==> config.mk <==
export PLATFORM = sky130hd
export DESIGN_NAME = data_sd
export DESIGN_NICKNAME = d
export VERILOG_FILES = /design/src/rtl/data_sd.sv
export SDC_FILE = /design/constraint.sdc
export NUM_CORES = 1
export LEC_CHECK = 0
export ABC_AREA = 1
export BUFFER_PORTS_ARGS = -buffer_cell sky130_fd_sc_hd__clkbuf_2
export CAP_MARGIN = 15
export CORE_ASPECT_RATIO = 1.25
export CORE_MARGIN = 2
export CORE_UTILIZATION = 60
export CTS_BUF_LIST = sky130_fd_sc_hd__clkbuf_16
export CTS_CLUSTER_SIZE = 28
export DETAILED_ROUTE_END_ITERATION = 7
export PLACE_DENSITY = 0.79
export SLEW_MARGIN = 0
export SYNTH_ARGS = -nofsm -noshare
export SYNTH_HDL_FRONTEND = slang
export SYNTH_SLANG_ARGS = --single-unit
export TNS_END_PERCENT = 10
==> constraint.sdc <==
create_clock -name iclk -period 2.6 [get_ports iclk]
set_input_delay 0.13 -clock iclk [delete_from_list [all_inputs] [get_ports iclk]]
set_output_delay 0.13 -clock iclk [all_outputs]
set_load 0.01 [all_outputs]
==> src/rtl/data_sd.sv <==
// SD card 4-bit data-line engine: receives or transmits one 512-byte block
// with per-line CRC16, write status response and busy handling.
module data_sd #(
  parameter logic [15:0] TIMEOUT = 16'd50000
) (
  input  logic       iclk,
  input  logic       irst,
  input  logic       istrobe,
  input  logic [3:0] idata_sd,
  output logic [3:0] odata_sd,
  output logic       ooe_sd,
  input  logic       istart_d_read,
  input  logic       istart_d_write,
  output logic [9:0] oaddr,
  output logic [3:0] owdata,
  output logic       owrite_en,
  input  logic [3:0] irdata,
  output logic       odata_done,
  output logic       odata_crc_fail,
  output logic       obusy
);

  typedef enum logic [3:0] {
    IDLE, R_WAIT, R_DATA, R_CRC, R_END,
    W_PRE, W_START, W_DATA, W_CRC, W_END, W_STAT, W_BUSY
  } state_t;

  state_t           state_q, state_d;
  logic [15:0]      cnt_q, cnt_d;
  logic [3:0][15:0] crc_q, crc_d;
  logic [3:0]       odata_q, odata_d;
  logic             ooe_q, ooe_d;
  logic [9:0]       oaddr_q, oaddr_d;
  logic [3:0]       owdata_q, owdata_d;
  logic             owrite_en_q, owrite_en_d;
  logic             done_q, done_d;
  logic             fail_q, fail_d;
  logic [2:0]       stat_q, stat_d;
  logic             stat_go_q, stat_go_d;
  logic             finish, fail_now, timeout_hit;

  function automatic logic [15:0] crc_step(input logic [15:0] c, input logic b);
    logic fb;
    fb = c[15] ^ b;
    return {c[14:0], 1'b0} ^ (fb ? 16'h1021 : 16'h0000);
  endfunction

  assign timeout_hit = ({1'b0, cnt_q} + 17'd1) >= {1'b0, TIMEOUT};

  always_comb begin
    state_d     = state_q;
    cnt_d       = cnt_q;
    crc_d       = crc_q;
    odata_d     = odata_q;
    ooe_d       = ooe_q;
    oaddr_d     = oaddr_q;
    owdata_d    = owdata_q;
    owrite_en_d = 1'b0;
    done_d      = 1'b0;
    fail_d      = fail_q;
    stat_d      = stat_q;
    stat_go_d   = stat_go_q;
    finish      = 1'b0;
    fail_now    = 1'b0;

    unique case (state_q)
      IDLE: begin
        if (istart_d_read || istart_d_write) begin
          state_d = istart_d_read ? R_WAIT : W_PRE;
          cnt_d   = '0;
          crc_d   = '0;
          fail_d  = 1'b0;
        end
      end
      R_WAIT: if (istrobe) begin
        if (idata_sd == 4'h0) begin
          state_d = R_DATA;
          cnt_d   = '0;
        end else if (timeout_hit) begin
          finish   = 1'b1;
          fail_now = 1'b1;
        end else begin
          cnt_d = cnt_q + 16'd1;
        end
      end
      R_DATA: if (istrobe) begin
        owdata_d    = idata_sd;
        owrite_en_d = 1'b1;
        oaddr_d     = cnt_q[9:0];
        for (int unsigned i = 0; i < 4; i++) crc_d[i] = crc_step(crc_q[i], idata_sd[i]);
        if (cnt_q == 16'd1023) begin
          state_d = R_CRC;
          cnt_d   = '0;
        end else begin
          cnt_d = cnt_q + 16'd1;
        end
      end
      // Received CRC bits run through the same generator: a clean line leaves zero.
      R_CRC: if (istrobe) begin
        for (int unsigned i = 0; i < 4; i++) crc_d[i] = crc_step(crc_q[i], idata_sd[i]);
        if (cnt_q == 16'd15) begin
          state_d = R_END;
          cnt_d   = '0;
        end else begin
          cnt_d = cnt_q + 16'd1;
        end
      end
      R_END: if (istrobe) begin
        finish   = 1'b1;
        fail_now = (crc_q != '0) || (idata_sd != 4'hF);
      end
      W_PRE: if (istrobe) begin
        ooe_d   = 1'b1;
        odata_d = 4'hF;
        if (cnt_q == 16'd1) begin
          state_d = W_START;
          cnt_d   = '0;
        end else begin
          cnt_d = cnt_q + 16'd1;
        end
      end
      W_START: if (istrobe) begin
        odata_d = 4'h0;
        state_d = W_DATA;
      end
      W_DATA: if (istrobe) begin
        odata_d = irdata;
        oaddr_d = oaddr_q + 10'd1;
        for (int unsigned i = 0; i < 4; i++) crc_d[i] = crc_step(crc_q[i], irdata[i]);
        if (cnt_q == 16'd1023) begin
          state_d = W_CRC;
          cnt_d   = '0;
        end else begin
          cnt_d = cnt_q + 16'd1;
        end
      end
      W_CRC: if (istrobe) begin
        odata_d = {crc_q[3][15], crc_q[2][15], crc_q[1][15], crc_q[0][15]};
        for (int unsigned i = 0; i < 4; i++) crc_d[i] = {crc_q[i][14:0], 1'b0};
        if (cnt_q == 16'd15) begin
          state_d = W_END;
          cnt_d   = '0;
        end else begin
          cnt_d = cnt_q + 16'd1;
        end
      end
      W_END: if (istrobe) begin
        odata_d   = 4'hF;
        state_d   = W_STAT;
        cnt_d     = '0;
        stat_go_d = 1'b0;
      end
      W_STAT: if (istrobe) begin
        ooe_d   = 1'b0;
        odata_d = 4'hF;
        if (!stat_go_q) begin
          stat_go_d = !idata_sd[0];
          cnt_d     = '0;
        end else if (cnt_q < 16'd3) begin
          stat_d = {stat_q[1:0], idata_sd[0]};
          cnt_d  = cnt_q + 16'd1;
        end else if ((stat_q != 3'b010) || !idata_sd[0]) begin
          finish   = 1'b1;
          fail_now = 1'b1;
        end else begin
          state_d = W_BUSY;
          cnt_d   = '0;
        end
      end
      W_BUSY: if (istrobe) begin
        if (idata_sd[0]) begin
          finish = 1'b1;
        end else if (timeout_hit) begin
          finish   = 1'b1;
          fail_now = 1'b1;
        end else begin
          cnt_d = cnt_q + 16'd1;
        end
      end
      default: state_d = IDLE;
    endcase

    if (finish) begin
      state_d = IDLE;
      done_d  = 1'b1;
      fail_d  = fail_now;
      ooe_d   = 1'b0;
      odata_d = 4'hF;
      oaddr_d = '0;
      cnt_d   = '0;
    end
  end

  always_ff @(posedge iclk) begin
    if (irst) begin
      state_q     <= IDLE;
      cnt_q       <= '0;
      crc_q       <= '0;
      odata_q     <= 4'hF;
      ooe_q       <= 1'b0;
      oaddr_q     <= '0;
      owdata_q    <= '0;
      owrite_en_q <= 1'b0;
      done_q      <= 1'b0;
      fail_q      <= 1'b0;
      stat_q      <= '0;
      stat_go_q   <= 1'b0;
    end else begin
      state_q     <= state_d;
      cnt_q       <= cnt_d;
      crc_q       <= crc_d;
      odata_q     <= odata_d;
      ooe_q       <= ooe_d;
      oaddr_q     <= oaddr_d;
      owdata_q    <= owdata_d;
      owrite_en_q <= owrite_en_d;
      done_q      <= done_d;
      fail_q      <= fail_d;
      stat_q      <= stat_d;
      stat_go_q   <= stat_go_d;
    end
  end

  assign odata_sd       = odata_q;
  assign ooe_sd         = ooe_q;
  assign oaddr          = oaddr_q;
  assign owdata         = owdata_q;
  assign owrite_en      = owrite_en_q;
  assign odata_done     = done_q;
  assign odata_crc_fail = fail_q;
  assign obusy          = (state_q != IDLE);

endmodule

==> results by group <==
Critical path
  – Worst setup EP type: register
  – Critical Path Fanout Max: 16
  – Kind of start point of the critical path: register
  – CP Class: reg2reg
  – WP data arrival: about 2.7 ns
  – Req. time, crit path: roughly 2.9 ns

Floorplanning
  – Rows: 40
  – Core area: approximately 9600 um2
  – Die H: ~110 um
  – Initial Util: about three fifths
  – Ports: 36
  – Die Wd: a little over 90 um
  – Total die area: ~11,000 um2

Place
  – Buffers on Ports: 35
  – Pre-CTS setup slack: slightly above 0.0008 ns
  – Gpl congestion: around 0.9
  – Final HPWL DP: ~11,000 um
  – Post-DP Area: a little over 6000 um2
  – Inst Count DP: around 1,000

Global route
  – First-pass GRT wire length: approximately 25,000 um
  – Vias in the first global route: approximately 5,600
  – GR Util All Layers: 29.1%
  – Initial antenna violation count: 0
  – Gr ovfl total: 0
  – Maximum number of pins on one net before global-route repair: 68

Yosys
  – Count leader, synth: nand2_1
  – EDFF count, synth: 0
  – Synth top area share: approximately 37%
  – Sequential area share after synthesis: 37.4%
  – Primary FF master, synth: dfxtp_1
  – Ys Warns: 0
  – Synth async-reset ratio: 0%
  – Net Count, Synth: 890
  – Post-synth top cells: nand2_1, dfxtp_1, nand3_1
  – Area leader, netlist: dfxtp_1
  – Synth Cell Area: about 5900 um2
  – Avg Cell Area, Syn: a little under 7 um2
  – Ranking of synthesized cells by area: dfxtp_1, nand2_1, nand3_1
  – Synth cell types: between 40 and 50
  – Mapped Cells: 874
  – Flops & latches, synth: 110

CTS
  – Clock H-tree levels: 3
  – CTS Sinks: between 100 and 150
  – Worst skew pair latency: between 0.3 and 0.4 ns
  – Worst-path clk slew: approximately 0.080 ns
  – Clock root cell: clkbuf_16
  – CTS tree: yes
  – Max Root-Sink Buffers: 2
  – # hold bufs at CTS: 0
  – CTS Buf Count: 9

Timing
  – RSZ-0062 raised after global routing: yes
  – Rel. slew slack: a little under three fifths
  – Setup TNS Final: 0 ns
  – Period utilisation layout: around 93%
  – Max frequency: ~410 MHz
  – Actual slew at the worst max-slew pin: 0.664 ns
  – Final Hold Vio Count: 0
  – Crit path time final: between 2 and 2.5 ns
  – Worst setup margin: between 0.15 and 0.2 ns
  – Setup Viol. Count Final: 0
  – Max-slew violation count: 0
  – Post-Route Skew: 0.00826 ns
  – Hold Slack: 0.0445 ns

Drt
  – DRT Pass-1 Iters: 6
  – DR iter-0 viols: 380
  – Antenna viol nets, final: 0
  – Total Wirelength: ~16,000 um
  – Via density: around 5.8
  – Vias: 6,011
  – Detailed-route wire length per cell: about 15 um
  – Detailed-route DRC error count: 0

Power and ir drop
  – P per Cell Area: ~800 nW/um2
  – Leakage: between 2 and 2.5 nW
  – Max VDD drop: roughly 0.53 mV
  – Total power: just over 5 mW

Layout
  – Post-route design area: 6600 um2
  – Share of cells above drive strength 1: about an eighth
  – Area Overhead vs Synth: 12.1%
  – Final Non-Filler Cells: roughly 1,000
  – Nets: 917
  – Antenna Cells: 0
  – Fin util: between 60 and 70%

Hold path
  – HP Class: in2reg

Job
  – Max_cap viols: 0

Status
  – Outcome: completed
## final cells by class
cell class / count / area [um2]
multi-input cells: 653 / 3270
clock buffers: 9 / 225
flip-flops and latches: 110 / 2210
clock inverters: 7 / 109
well taps: 126 / 158
repair buffers: 58 / 364
inverters: 69 / 262
fillers: 858 / 2960
## per-layer routing
layer / share of wire (%) / routed length [um] / vias to the layer above / track usage (%)
li1: - / - / 2979 / -
met1: 39 / 6110 / 2789 / 32.7
met2: 52 / 8050 / 197 / 52.0
met3: 4.7 / 734 / 46 / 4.67
met4: 4.1 / 641 / 0 / 16.7
met5: 0 / 0 / - / 0
## timing repair
item / CTS / global route
pin swaps: 0 / 3
gates resized for setup: 1 / 15
setup endpoints to repair: 1 / 43
buffers inserted: 0 / 3
## kinds of logic (layout without fill, tap and decap cells)
logic type      Yosys count  count (layout)  share of synthesized area, %
flops                   110             110                          37.4
xor+xnor                 12              12                          1.79
simple gates            459             459                          34.3
buf+inv                 111             143                          7.91
fa+ha+maj                 3               3                         0.638
compound gates          179             179                          17.9
## placed cells by master (no fill, tap or decap), drive strengths merged
cell type,count
o211ai,3
nand4,15
a2111oi,1
and3,1
inv,68
ha,3
a32o,1
xnor2,3
nand2,235
a22oi,3
dfxtp,110
a31oi,1
nor4,13
nor3b,1
a211oi,1
nor3,8
bufinv,2
xor2,9
nand3,100
o22ai,2
a21o,1
o31ai,2
buf,23
clkinv,6
o21ai,51
clkbuf,44
a221oi,4
or2,2
or4,1
nand3b,8
a21boi,1
a21oi,107
a2bb2oi,1
nor2,75
## report_power, final
| part | internal, mW | total [mW] | switching [mW] | leakage (nW) |
|---|---|---|---|---|
| combinational | 0.475 | 1.77 | 1.29 | 1.43 |
| clock | 0.860 | 1.52 | 0.664 | 0.162 |
| sequential | 1.77 | 1.85 | 0.0824 | 0.888 |
| total | 3.10 | 5.14 | 2.04 | 2.48 |
## critical path, stage by stage (launching register included)
cell and delay, ns:
dfxtp_1 0.50, inv_1 0.10, nand2_1 0.13, inv_1 0.07
nand3_1 0.12, inv_1 0.08, nand2_1 0.07, nand3_1 0.14
o21ai_0 0.19, nand4_1 0.27, nor2_2 0.15, buf_4 0.24
nand3_1 0.15, a21oi_2 0.15
## flip-flops by register name (all words and copies together), names as in the netlist
register	flops
oaddr	10
odata_sd	4
cnt_q	16
stat_q	3
state_q	4
odata_done	1
crc_q	64
odata_crc_fail	1
owrite_en	1
stat_go_q	1
ooe_sd	1
owdata	4
## worst paths after layout
kind,slack [ns],startpoint,cells after the start,endpoint
worst max-delay path,0.19,state_q[2]$_SDFFE_PP0P_,13,cnt_q[12]$_SDFFE_PP0P_
worst min-delay path,0.04,idata_sd[0],3,owdata[0]$_SDFFE_PP0P_
worst max register to register,0.19,state_q[2]$_SDFFE_PP0P_,13,cnt_q[12]$_SDFFE_PP0P_
worst min register to register,0.45,owdata[1]$_SDFFE_PP0P_,2,owdata[1]$_SDFFE_PP0P_
Note: power is estimated with default switching activity, not from simulation.
